`config.mk`:
```
export PLATFORM = sky130hd
export DESIGN_NAME = p4_shift_sequencer
export DESIGN_NICKNAME = d
export VERILOG_FILES = /design/src/rtl/p4_shift_sequencer.sv
export SDC_FILE = /design/constraint.sdc
export NUM_CORES = 1
export LEC_CHECK = 0
export CAP_MARGIN = 20
export CORE_MARGIN = 8
export CORE_UTILIZATION = 42
export DETAILED_ROUTE_END_ITERATION = 6
export GPL_TIMING_DRIVEN = 0
export PLACE_DENSITY = 0.81
export SLEW_MARGIN = 20
export SYNTH_ARGS = -nofsm -noshare
export SYNTH_HDL_FRONTEND = slang
export SYNTH_SLANG_ARGS = --single-unit
```
`constraint.sdc`:
```
create_clock -name clk -period 3.1 [get_ports clk]
set_input_delay 0.465 -clock clk [delete_from_list [all_inputs] [get_ports clk]]
set_output_delay 0.465 -clock clk [all_outputs]
set_load 0.01 [all_outputs]
```
`src/rtl/p4_shift_sequencer.sv`:
```
// p4_shift_sequencer: multi-cycle shift controller for the shared 1-bit 16-bit shifter.
// It loads an operand into the accumulator and then runs one shifter pass per clock.
// Each pass feeds the shifter result back into the accumulator until the count
// runs out. A one-cycle done pulse marks the result.
//
// state | meaning
// ------+---------------------------------------------------------------
// IDLE  | waiting for start; dout holds the previous result
// SHIFT | one shifter pass per cycle; cnt counts down the remaining passes
// DONE  | done pulse for one cycle; the accumulator is final
module p4_shift_sequencer #(
  parameter int DATA_W = 16,
  parameter int AMT_W  = 4
) (
  input  logic              clk,
  input  logic              reset_n,
  input  logic              start,
  input  logic [1:0]        op,
  input  logic [AMT_W-1:0]  amt,
  input  logic [DATA_W-1:0] din,
  output logic [DATA_W-1:0] sh_in,
  output logic [1:0]        sh_code,
  input  logic [DATA_W-1:0] sh_out,
  output logic              busy,
  output logic              done,
  output logic [DATA_W-1:0] dout
);

  typedef enum logic [1:0] {
    IDLE  = 2'b00,
    SHIFT = 2'b01,
    DONE  = 2'b10
  } state_t;

  localparam logic [AMT_W-1:0] CNT_LAST = AMT_W'(1);

  state_t            state;
  logic [DATA_W-1:0] acc;
  logic [AMT_W-1:0]  cnt;
  logic [1:0]        op_r;
  logic              shift_en;

  // Sequencer: accept, iterate the shifter, pulse done; every output is a flop.
  always_ff @(posedge clk or negedge reset_n) begin
    if (!reset_n) begin
      state    <= IDLE;
      acc      <= '0;
      cnt      <= '0;
      op_r     <= 2'b00;
      shift_en <= 1'b0;
      busy     <= 1'b0;
      done     <= 1'b0;
    end else begin
      case (state)
        IDLE: begin
          if (start) begin
            acc  <= din;
            op_r <= op;
            cnt  <= amt;
            busy <= 1'b1;
            if (amt == '0) begin
              state <= DONE;
              done  <= 1'b1;
            end else begin
              state    <= SHIFT;
              shift_en <= 1'b1;
            end
          end
        end
        SHIFT: begin
          acc <= sh_out;
          cnt <= cnt - CNT_LAST;
          if (cnt == CNT_LAST) begin
            state    <= DONE;
            shift_en <= 1'b0;
            done     <= 1'b1;
          end
        end
        DONE: begin
          state <= IDLE;
          busy  <= 1'b0;
          done  <= 1'b0;
        end
        default: begin
          state    <= IDLE;
          shift_en <= 1'b0;
          busy     <= 1'b0;
          done     <= 1'b0;
        end
      endcase
    end
  end

  // The shifter sees the accumulator directly. It sees the latched code only while shifting.
  assign sh_in   = acc;
  assign sh_code = op_r & {2{shift_en}};
  assign dout    = acc;

endmodule

```
==> metrics.txt, run 1 <==
EDFF count, synth=0; Worst-Skew Late Latency=0.33 ns; initial antenna violation count=0; top-area cell type share of the netlist area=46.0%; Final GP Congestion=0.809; fin crit period=1.89 ns; ANT nets after route=0; CTS tree=built; Max-Cap Viols=0; std cell rows=21; fin nets=271; synthesized area=1470 µm²; ys async rst share=100%; Worst Path Max Fanout=4; max-slew violation count=0; Mapped Avg Cell Area=9.99 µm²; Yosys reg bits=27; Slew headroom=59.7%; area grow syn2layout=57.2%; Worst EP required=2.63 ns; dpl hpwl=3.33 mm; utilization after layout=69.2%; RSZ-0062 raised after global routing=no; reg-to-reg endpoint=dout[7]; DIE WIDTH=75.1 µm; n_diodes=0; Comb pwr share=64.0%; Primary FF master, synth=dfrtp_1; Iter 0 DRT Violations=47; post-CTS sizing=0; Int Pwr=1.43 mW; VDD IR max=0.428 mV; hold_buf cts=0; Routed WL per cell=14.9 µm; clk_skew=0.00482 ns; final hold viol count=0; Post CTS Setup Buffer Count=0; drt total wl=4.06 mm; Worst setup startpoint=shift_en; initial core utilization=44.0%; vias per inst=4.86; switching part of the total=36.8%; setup ws final=1.21 ns; Worst setup EP type=output port; H-tree depth=1; worst r2r path cells=4; CP Class=register to output port; Leak=1.04 nW; CTS root buf=clkbuf_4; status=complete, no violations; cell taking the most area after synthesis=dfrtp_1; Vias=1,326; DP Worst Slack=1.19 ns; CTS max path bufs=2; total CTS buffers=3; pwr dens=982 nW/µm²; Sink Count=27; worst r2r src=state[0]; sw power=0.835 mW; DRC violation count after routing=0; capture point of the worst path=sh_code[0]; pin count of the biggest net entering global routing=28; Worst Max-Slew Pin Slew=0.605 ns; sequential area share after synthesis=46.0%; Final Cycle Share=61.0%; GRT overflow=0; Synth area leaders=dfrtp_1 46%, mux2i_1 12%, buf_4 11%; proportion of layout cells with a drive suffix above 1=14.1%; Flop pwr share=29.1%; Clk pwr share=6.9%; worst min path class=input port to asynchronous set/reset pin; die area=5650 µm²; Mapped Cells=147; DRT Pass-1 Iters=4; number of distinct library cells after synthesis=33; GRT Total Usage=14.7%; # setup viols final=0; YS warnings=0; Port Buffer Count=76; CP Launch Type=register; R2R setup slack=1.67 ns; setup tns final=0 ns; CP arrival=1.43 ns; first-pass GRT wire length=6.43 mm; core area=3340 µm²; Die Height=75.1 µm; vias in the first global route=1,458; syn nets=190; # IOs=77; clock-pin transition on the worst setup and hold timing paths=0.15 ns; max frequency=0.528 GHz
[worst max-delay path, cell delays in order (launching register included)]
cell and delay (ns):
dfrtp_1 0.41, and2_1 0.15, clkdlybuf4s50_1 0.53
[metal layers]
metal | routed length, µm | vias up | track usage [%]
li1 | - | 644 | -
met1 | 1610 | 620 | 15.4
met2 | 1890 | 57 | 26.3
met3 | 510 | 5 | 5.19
met4 | 40 | 0 | 4.90
met5 | 0 | - | 0
[power by group through the flow]
stage	logic (mW)	registers (mW)	clock network [mW]
after floorplan	0.745	0.703	0
after global placement	1.43	0.655	0
after detailed placement	1.47	0.670	0
after CTS	1.47	0.662	0.163
after global routing	1.57	0.687	0.176
final	1.45	0.660	0.156
[final cells by class]
class	count	area, µm²
Fill cell	278	1030
Timing Repair Buffer	76	756
Sequential cell	27	676
Multi-Input combinational cell	89	589
Buffer	24	178
Tap cell	46	57.6
Inverter	7	26.3
Clock buffer	3	22.5
Clock inverter	1	5.00
[flip-flops by register name, summed over array words and instances (netlist names)]
| signal | count |
|---|---|
| shift_en | 1 |
| state | 2 |
| busy | 1 |
| cnt | 4 |
| dout | 16 |
| op_r | 2 |
| done | 1 |
[through the flow]
step / power [mW] / instances / hold WS [ns] / area (µm²)
global route: 2.44 / 273 / 0.143 / 2310
finish: 2.27 / 273 / 0.112 / 2310
CTS: 2.30 / 273 / 0.124 / 2310
detailed placement: 2.14 / 269 / 0.494 / 2280
floorplan: 1.45 / 147 / 0.169 / 1470
global placement: 2.08 / 269 / 0.481 / 2290
[layout by cell type (no fill, tap or decap), types with 3 or more instances in the layout]
cell and n:
clkdlybuf4s50_1 75, dfrtp_1 27, buf_4 21, mux2i_1 18, nand2_1 18, o21ai_1 12, inv_1 7, nor2_1 7
o21ai_0 5, a21oi_1 3, clkbuf_4 3
[kinds of logic after synthesis]
group                    synth area share [%]
adder cells (fa/ha/maj)                  1.70
AO/OA/AOI/OAI                            12.2
AND/OR/NAND/NOR                          12.4
flip-flops                               46.0
buffers and inverters                    13.9
multiplexers                             13.8
[cell usage after synthesis, types with 2 or more instances]
library cell / instances
mux2_2: 2
buf_4: 21
o21ai_1: 12
o21ai_0: 5
and2_1: 2
nand2_1: 18
mux2i_1: 18
nand2b_1: 2
a31oi_1: 2
dfrtp_1: 27
a21oi_1: 3
ha_1: 2
nor2_1: 7
inv_1: 7
[worst min path at each step]
stage	from	endpoint	slack, ns	cells past startpoint
finish	reset_n	busy	0.11	1
global route	reset_n	busy	0.14	1
CTS	reset_n	state[0]	0.12	1
detailed placement	op_r[0]	op_r[0]	0.49	1
global placement	op_r[1]	op_r[1]	0.48	1
floorplan	reset_n	busy	0.17	0
No activity file was read; power rests on OpenSTA's default activity.
==> inputs of run 2 (changes only) <==
--- a/config.mk
+++ b/config.mk
@@ -7,10 +7,10 @@
 export LEC_CHECK = 0
 export CAP_MARGIN = 20
 export CORE_MARGIN = 8
-export CORE_UTILIZATION = 42
+export CORE_UTILIZATION = 35
 export DETAILED_ROUTE_END_ITERATION = 6
 export GPL_TIMING_DRIVEN = 0
-export PLACE_DENSITY = 0.81
+export PLACE_DENSITY = 0.71
 export SLEW_MARGIN = 20
 export SYNTH_ARGS = -nofsm -noshare
 export SYNTH_HDL_FRONTEND = slang
==> constraint.sdc (replaced) <==
create_clock -name clk -period 1.65 [get_ports clk]
set_input_delay 0.2475 -clock clk [delete_from_list [all_inputs] [get_ports clk]]
set_output_delay 0.2475 -clock clk [all_outputs]
set_load 0.01 [all_outputs]
==> run 2 against run 1 <==
Net effect: worst setup slack worse by 1.1 ns; combinational power up 86%; cell count increased by 1.8%; sequential cell count stayed put; power is 90% higher; routed wire length shrank 7.1%; clock power is 140% higher; sequential share of layout area down 0.42 points; non-clock buffer count is 1 higher; count of clock-buffer cells in the layout unchanged; die area up 16%; critical endpoint unchanged; largest power group unchanged; critical path depth unchanged.
==> metrics.txt, run 2 (synthesized netlist as in run 1, its figures left out) <==
drt total wl=3.77 mm (-7.1%); initial antenna violation count=0 (unchanged); Vias=1,289 (-2.8%); CP cell instances=and2_1 -> clkdlybuf4s50_1; Largest register FFs=16 (unchanged); R2R setup slack=0.26 ns (-1.41 ns); Worst EP required=1.40 ns (-1.23 ns); H-tree depth=1 (unchanged); hold_buf cts=1 (+1); status=complete, no violations; cell count after placement=273 (+1.5%); CTS max path bufs=2 (unchanged); CP Launch Type=register; CP Class=register to output port; GRT overflow=0 (unchanged); pwr dens=1840 nW/µm² (+87%); Post CTS Setup Buffer Count=0 (unchanged); CTS tree=built; DRT Pass-1 Iters=4 (unchanged); setup tns final=0 ns (unchanged); Iter 0 DRT Violations=49 (+4.3%); Final GP Congestion=0.816 (+0.78%); Hold WS=0.509 ns (+0.397 ns); Power, Total=4.30 mW (+90%); GRT Total Usage=11.1% (-3.5 points); first-pass GRT wire length=5.91 mm (-8.1%); Leak=1.05 nW (+1.2%); Routed WL per cell=13.6 µm (-8.8%); post-CTS sizing=0 (unchanged); clk_skew=0.00419 ns (-0.000631 ns); VDD IR max=0.866 mV (+100%); pin count of the biggest net entering global routing=28 (unchanged); fin nets=272 (+0.37%); Worst setup EP type=output port; area grow syn2layout=59.5%; Worst Max-Slew Pin Slew=0.603 ns (-0.00179 ns); ANT nets after route=0 (unchanged); CP arrival=1.32 ns (-0.11 ns); initial core utilization=36.5% (-7.6 points); RSZ-0062 raised after global routing=no; DRC violation count after routing=0 (unchanged); CP max-delay cell=clkdlybuf4s50_1; Max-Cap Viols=0 (unchanged); die area=6530 µm² (+16%); Sink Count=27 (unchanged); std cell rows=23 (+9.5%); dpl hpwl=3.02 mm (-9.4%); vias in the first global route=1,295 (-11%); Die Height=80.8 µm (+7.5%); proportion of layout cells with a drive suffix above 1=14.0% (-0.062 points); Worst-Skew Late Latency=0.27 ns (-0.06 ns); Worst path max stage delay=0.53 ns (about the same); commonest non-fill, non-tap cells in the layout=75 x clkdlybuf4s50_1, 27 x dfrtp_1, 21 x buf_4; vias per inst=4.64 (-4.5%); n_diodes=0 (unchanged); Port Buffer Count=76 (unchanged); core area=4030 µm² (+21%); Worst Path Max Fanout=4 (unchanged); max frequency=0.639 GHz; CTS root buf=clkbuf_8; clock-pin transition on the worst setup and hold timing paths=0.09 ns (-0.06 ns); # setup viols final=0 (unchanged); Final Cycle Share=94.9%; max-slew violation count=0 (unchanged); final hold viol count=0 (unchanged); DIE WIDTH=80.8 µm (+7.5%); # IOs=77 (unchanged); fin crit period=1.57 ns; commonest non-fill, non-tap cell in the layout=clkdlybuf4s50_1; Slew headroom=59.8% (+0.12 points); worst min path class=register to register; total CTS buffers=3 (unchanged); final non-filler cell total=278 (+1.8%)
## run 2: changes by cell type in the layout (fill, tap and decap cells not counted), sizes merged
cell         delta
dlygate4sd3     +1
## run 2: stage by stage
step	cell area, µm²	util (%)	worst slack [ns]
finish	2340	58.2	0.0840
detailed placement	2290	56.8	-0.00295
global route	2340	58.2	0.0228
CTS	2340	58.2	0.0757
floorplan	1470	-	0.406
global placement	2290	56.9	-0.104
## run 2: critical path: cells and delay by family (launching register included)
kind	cells	cell delay [ns]
buf+inv	1	0.53
flops	1	0.39
simple gates	1	0.14
## run 2: power by group
part	switching (mW)	internal, mW	total [mW]
Sequential	0.250	0.991	1.24
Combinational	1.08	1.61	2.70
Clock	0.200	0.169	0.369
## run 2: worst paths after layout
kind	endpoint	startpoint	cells after the start
worst min register to register	op_r[1]	op_r[1]	1
max in group asynchronous	shift_en	reset_n	2
min in group asynchronous	dout[13]	reset_n	2
worst max register to register	dout[3]	state[0]	4
worst min-delay path	op_r[1]	op_r[1]	1
worst max-delay path	sh_code[0]	shift_en	2
## run 2: cell type report
class	count	area, µm²
buffer	24	178
clock inverter	1	5.00
tap	50	62.6
sequential	27	676
clock buffer	3	41.3
timing repair buffer	77	766
inverter	7	26.3
fill	359	1690
multi-input combinational	89	589
## run 2: metal layers
| layer | vias up | wire [µm] | global-route usage, % |
|---|---|---|---|
| met5 | - | 0 | 0 |
| met4 | 0 | 54 | 4.29 |
| met3 | 4 | 319 | 2.65 |
| met2 | 46 | 1800 | 19.2 |
| met1 | 594 | 1590 | 13.1 |
| li1 | 645 | - | - |
==> inputs of run 3 (changes only) <==
--- a/config.mk
+++ b/config.mk
@@ -5,12 +5,13 @@
 export SDC_FILE = /design/constraint.sdc
 export NUM_CORES = 1
 export LEC_CHECK = 0
+export ABC_AREA = 1
 export CAP_MARGIN = 20
 export CORE_MARGIN = 8
-export CORE_UTILIZATION = 35
+export CORE_UTILIZATION = 36
 export DETAILED_ROUTE_END_ITERATION = 6
 export GPL_TIMING_DRIVEN = 0
-export PLACE_DENSITY = 0.71
+export PLACE_DENSITY = 0.73
 export SLEW_MARGIN = 20
 export SYNTH_ARGS = -nofsm -noshare
 export SYNTH_HDL_FRONTEND = slang
==> constraint.sdc (replaced) <==
create_clock -name clk -period 1.65 [get_ports clk]
set_input_delay 0.4125 -clock clk [delete_from_list [all_inputs] [get_ports clk]]
set_output_delay 0.4125 -clock clk [all_outputs]
set_load 0.01 [all_outputs]
==> run 3 against run 2 <==
Net effect: combinational power increased by 4%; via count increased by 11%; critical endpoint is now dout[15]; largest cell class unchanged; cell area increased by 2.0%; utilization increased by 1.6 points; global-route usage increased by 1.4 points; critical path depth decreased by 1.
==> metrics.txt, run 3 <==
status=complete, no violations; GRT overflow=0 (unchanged); first-pass GRT wire length=6.57 mm (+11%); Crit path depth=1 (-1); routed wl met3=275 µm (-14%); fin crit period=1.61 ns (+0.0452 ns); DP Worst Slack=-0.0611 ns (-0.0581 ns); drt total wl=4.07 mm (+8.0%); total CTS buffers=3 (unchanged); core area=4000 µm² (-0.71%); DRT Pass-1 Iters=4 (unchanged); CTS tree=built; Vias=1,425 (+11%); DIE WIDTH=80.5 µm (-0.32%); Worst path max stage delay=0.55 ns (+0.02 ns); CP Class=register to output port; GRT Total Usage=12.5% (+1.4 points); Routed WL per cell=13.0 µm (-3.8%); die area=6480 µm² (-0.64%); CP cell instances=clkdlybuf4s50_1; std cell rows=23 (unchanged); Final GP Congestion=0.794 (-2.6%); Worst Path Max Fanout=3 (-1); metal1 wirelength=1.78 mm (+12%); clock-pin transition on the worst setup and hold timing paths=0.10 ns (about the same); Max-Cap Viols=0 (unchanged); initial antenna violation count=0 (unchanged); max-slew violation count=0 (unchanged); proportion of layout cells with a drive suffix above 1=14.9% (+0.85 points); Slew headroom=59.2% (-0.57 points); Synth area leaders=dfrtp_1 45%, nand2_1 15%, buf_4 8.5%; Worst EP required=1.24 ns (-0.16 ns); sequential area share after synthesis=45.1% (-0.92 points); CTS root buf=clkbuf_8; cell taking the most area after synthesis=dfrtp_1; Post-Place Cell Area=2320 µm² (+1.3%); Leak=1.21 nW (+16%); clk_skew=0.00382 ns (-0.000368 ns); pin count of the biggest net entering global routing=28 (unchanged); worst r2r path cells=5 (+1); top cells by count, synth=59 x nand2_1, 27 x dfrtp_1, 22 x nand3_1; worst min path class=input port to asynchronous set/reset pin; Mapped Avg Cell Area=8.37 µm² (-16%); max frequency=0.621 GHz (-2.8%); Buf/Inv on CP=1 (unchanged); CTS max path bufs=2 (unchanged); R2R setup slack=0.34 ns (+0.08 ns); area grow syn2layout=59.4% (about the same); Worst-Skew Late Latency=0.27 ns (about the same); WL met2=1.98 mm (+10%); commonest non-fill, non-tap cell in the layout=nand2_1; syn nets=222 (+17%); capture point of the worst path=dout[15]; RSZ-0062 raised after global routing=no; Worst setup EP type=output port; Yosys reg bits=27 (unchanged); Finished Cell Area=2390 µm² (+2.0%); CP Launch Type=register; CP arrival=1.20 ns (-0.12 ns); Mapped Cells=179 (+22%); top-area cell type share of the netlist area=45.1% (-0.92 points); reg-to-reg endpoint=dout[10]; vias per inst=4.57 (-1.5%); Die Height=80.5 µm (-0.32%); most common cell in the netlist=nand2_1; # IOs=77 (unchanged); commonest non-fill, non-tap cells in the layout=59 x nand2_1, 46 x clkdlybuf4s50_1, 27 x dfrtp_1; worst r2r src=state[0]; ANT nets after route=0 (unchanged); uppermost layer routed=met4; CP delay by family, top=buffers and inverters; final hold viol count=0 (unchanged); EDFF count, synth=0 (unchanged); Primary FF master, synth=dfrtp_1; Worst setup startpoint=dout[15]; DRC violation count after routing=0 (unchanged); n_diodes=0 (unchanged); synthesized area=1500 µm² (+2.0%); ys async rst share=100% (unchanged); initial core utilization=37.5% (+1.0 points); CP max-delay cell=clkdlybuf4s50_1; H-tree depth=1 (unchanged); VDD IR max=0.904 mV (+4.5%); vias in the first global route=1,415 (+9.3%); fin nets=306 (+13%); dpl hpwl=3.21 mm (+6.5%); pwr dens=1860 nW/µm² (+1.1%); Largest register FFs=16 (unchanged); Iter 0 DRT Violations=32 (-35%); Sink Count=27 (unchanged); # setup viols final=0 (unchanged); hold_buf cts=0 (-1); Final Cycle Share=97.6% (+2.7 points); number of distinct library cells after synthesis=20 (-39%); YS warnings=0 (unchanged); Worst Max-Slew Pin Slew=0.611 ns (+0.00848 ns); setup ws final=0.0389 ns (-0.0452 ns); Port Buffer Count=76 (unchanged)
[run 3: through the flow]
stage | power [mW] | utilization [%] | std cells | TNS [ns] | hold WS [ns]
floorplan | 2.96 | - | 179 | 0 | 0.117
global placement | 4.23 | 58.1 | 305 | -8.88 | 0.464
detailed placement | 4.29 | 57.9 | 305 | -0.834 | 0.465
CTS | 4.55 | 59.1 | 312 | 0 | 0.156
global route | 4.84 | 59.7 | 312 | 0 | 0.184
finish | 4.44 | 59.7 | 312 | 0 | 0.142
[run 3: timing repair]
| item | in CTS | in global routing |
|---|---|---|
| gates resized for setup | 19 | 10 |
| setup buffers | 3 | 0 |
| endpoints found under the setup margin | 19 | 10 |
[run 3: layout make-up]
type | count | area (µm²)
fillers | 373 | 1610
repair buffers | 79 | 779
flip-flops and latches | 27 | 676
multi-input cells | 119 | 597
plain buffers | 23 | 189
well taps | 50 | 62.6
clock buffers | 3 | 41.3
inverters | 10 | 37.5
clock inverters | 1 | 7.51
[run 3: worst min path at each step]
| stage | to | from | slack (ns) | depth (start not counted) |
|---|---|---|---|---|
| after floorplan | busy | reset_n | 0.12 | 0 |
| after global placement | done | done | 0.46 | 2 |
| after detailed placement | dout[10] | reset_n | 0.47 | 1 |
| after CTS | dout[6] | reset_n | 0.16 | 1 |
| after global routing | dout[6] | reset_n | 0.18 | 1 |
| final | dout[6] | reset_n | 0.14 | 1 |
[run 3: layer usage]
layer,vias up,GRT usage (%)
met5,-,0
met1,652,15.0
met2,38,22.4
met3,4,2.46
met4,0,2.73
li1,731,-
[run 3: cells by family after synthesis]
group           count (synthesis)  synth area share (%)
fa+ha+maj                       2                  1.67
mux                             2                  1.50
buf+inv                        33                  15.1
flops                          27                  45.1
compound gates                 25                  11.4
simple gates                   90                  25.2
[run 3: where the power goes]
group / internal, mW / switching, mW / leakage [nW] / total, mW
registers: 1.01 / 0.247 / 0.314 / 1.26
logic: 1.51 / 1.29 / 0.877 / 2.80
clock network: 0.171 / 0.208 / 0.0217 / 0.379
total: 2.69 / 1.75 / 1.21 / 4.44
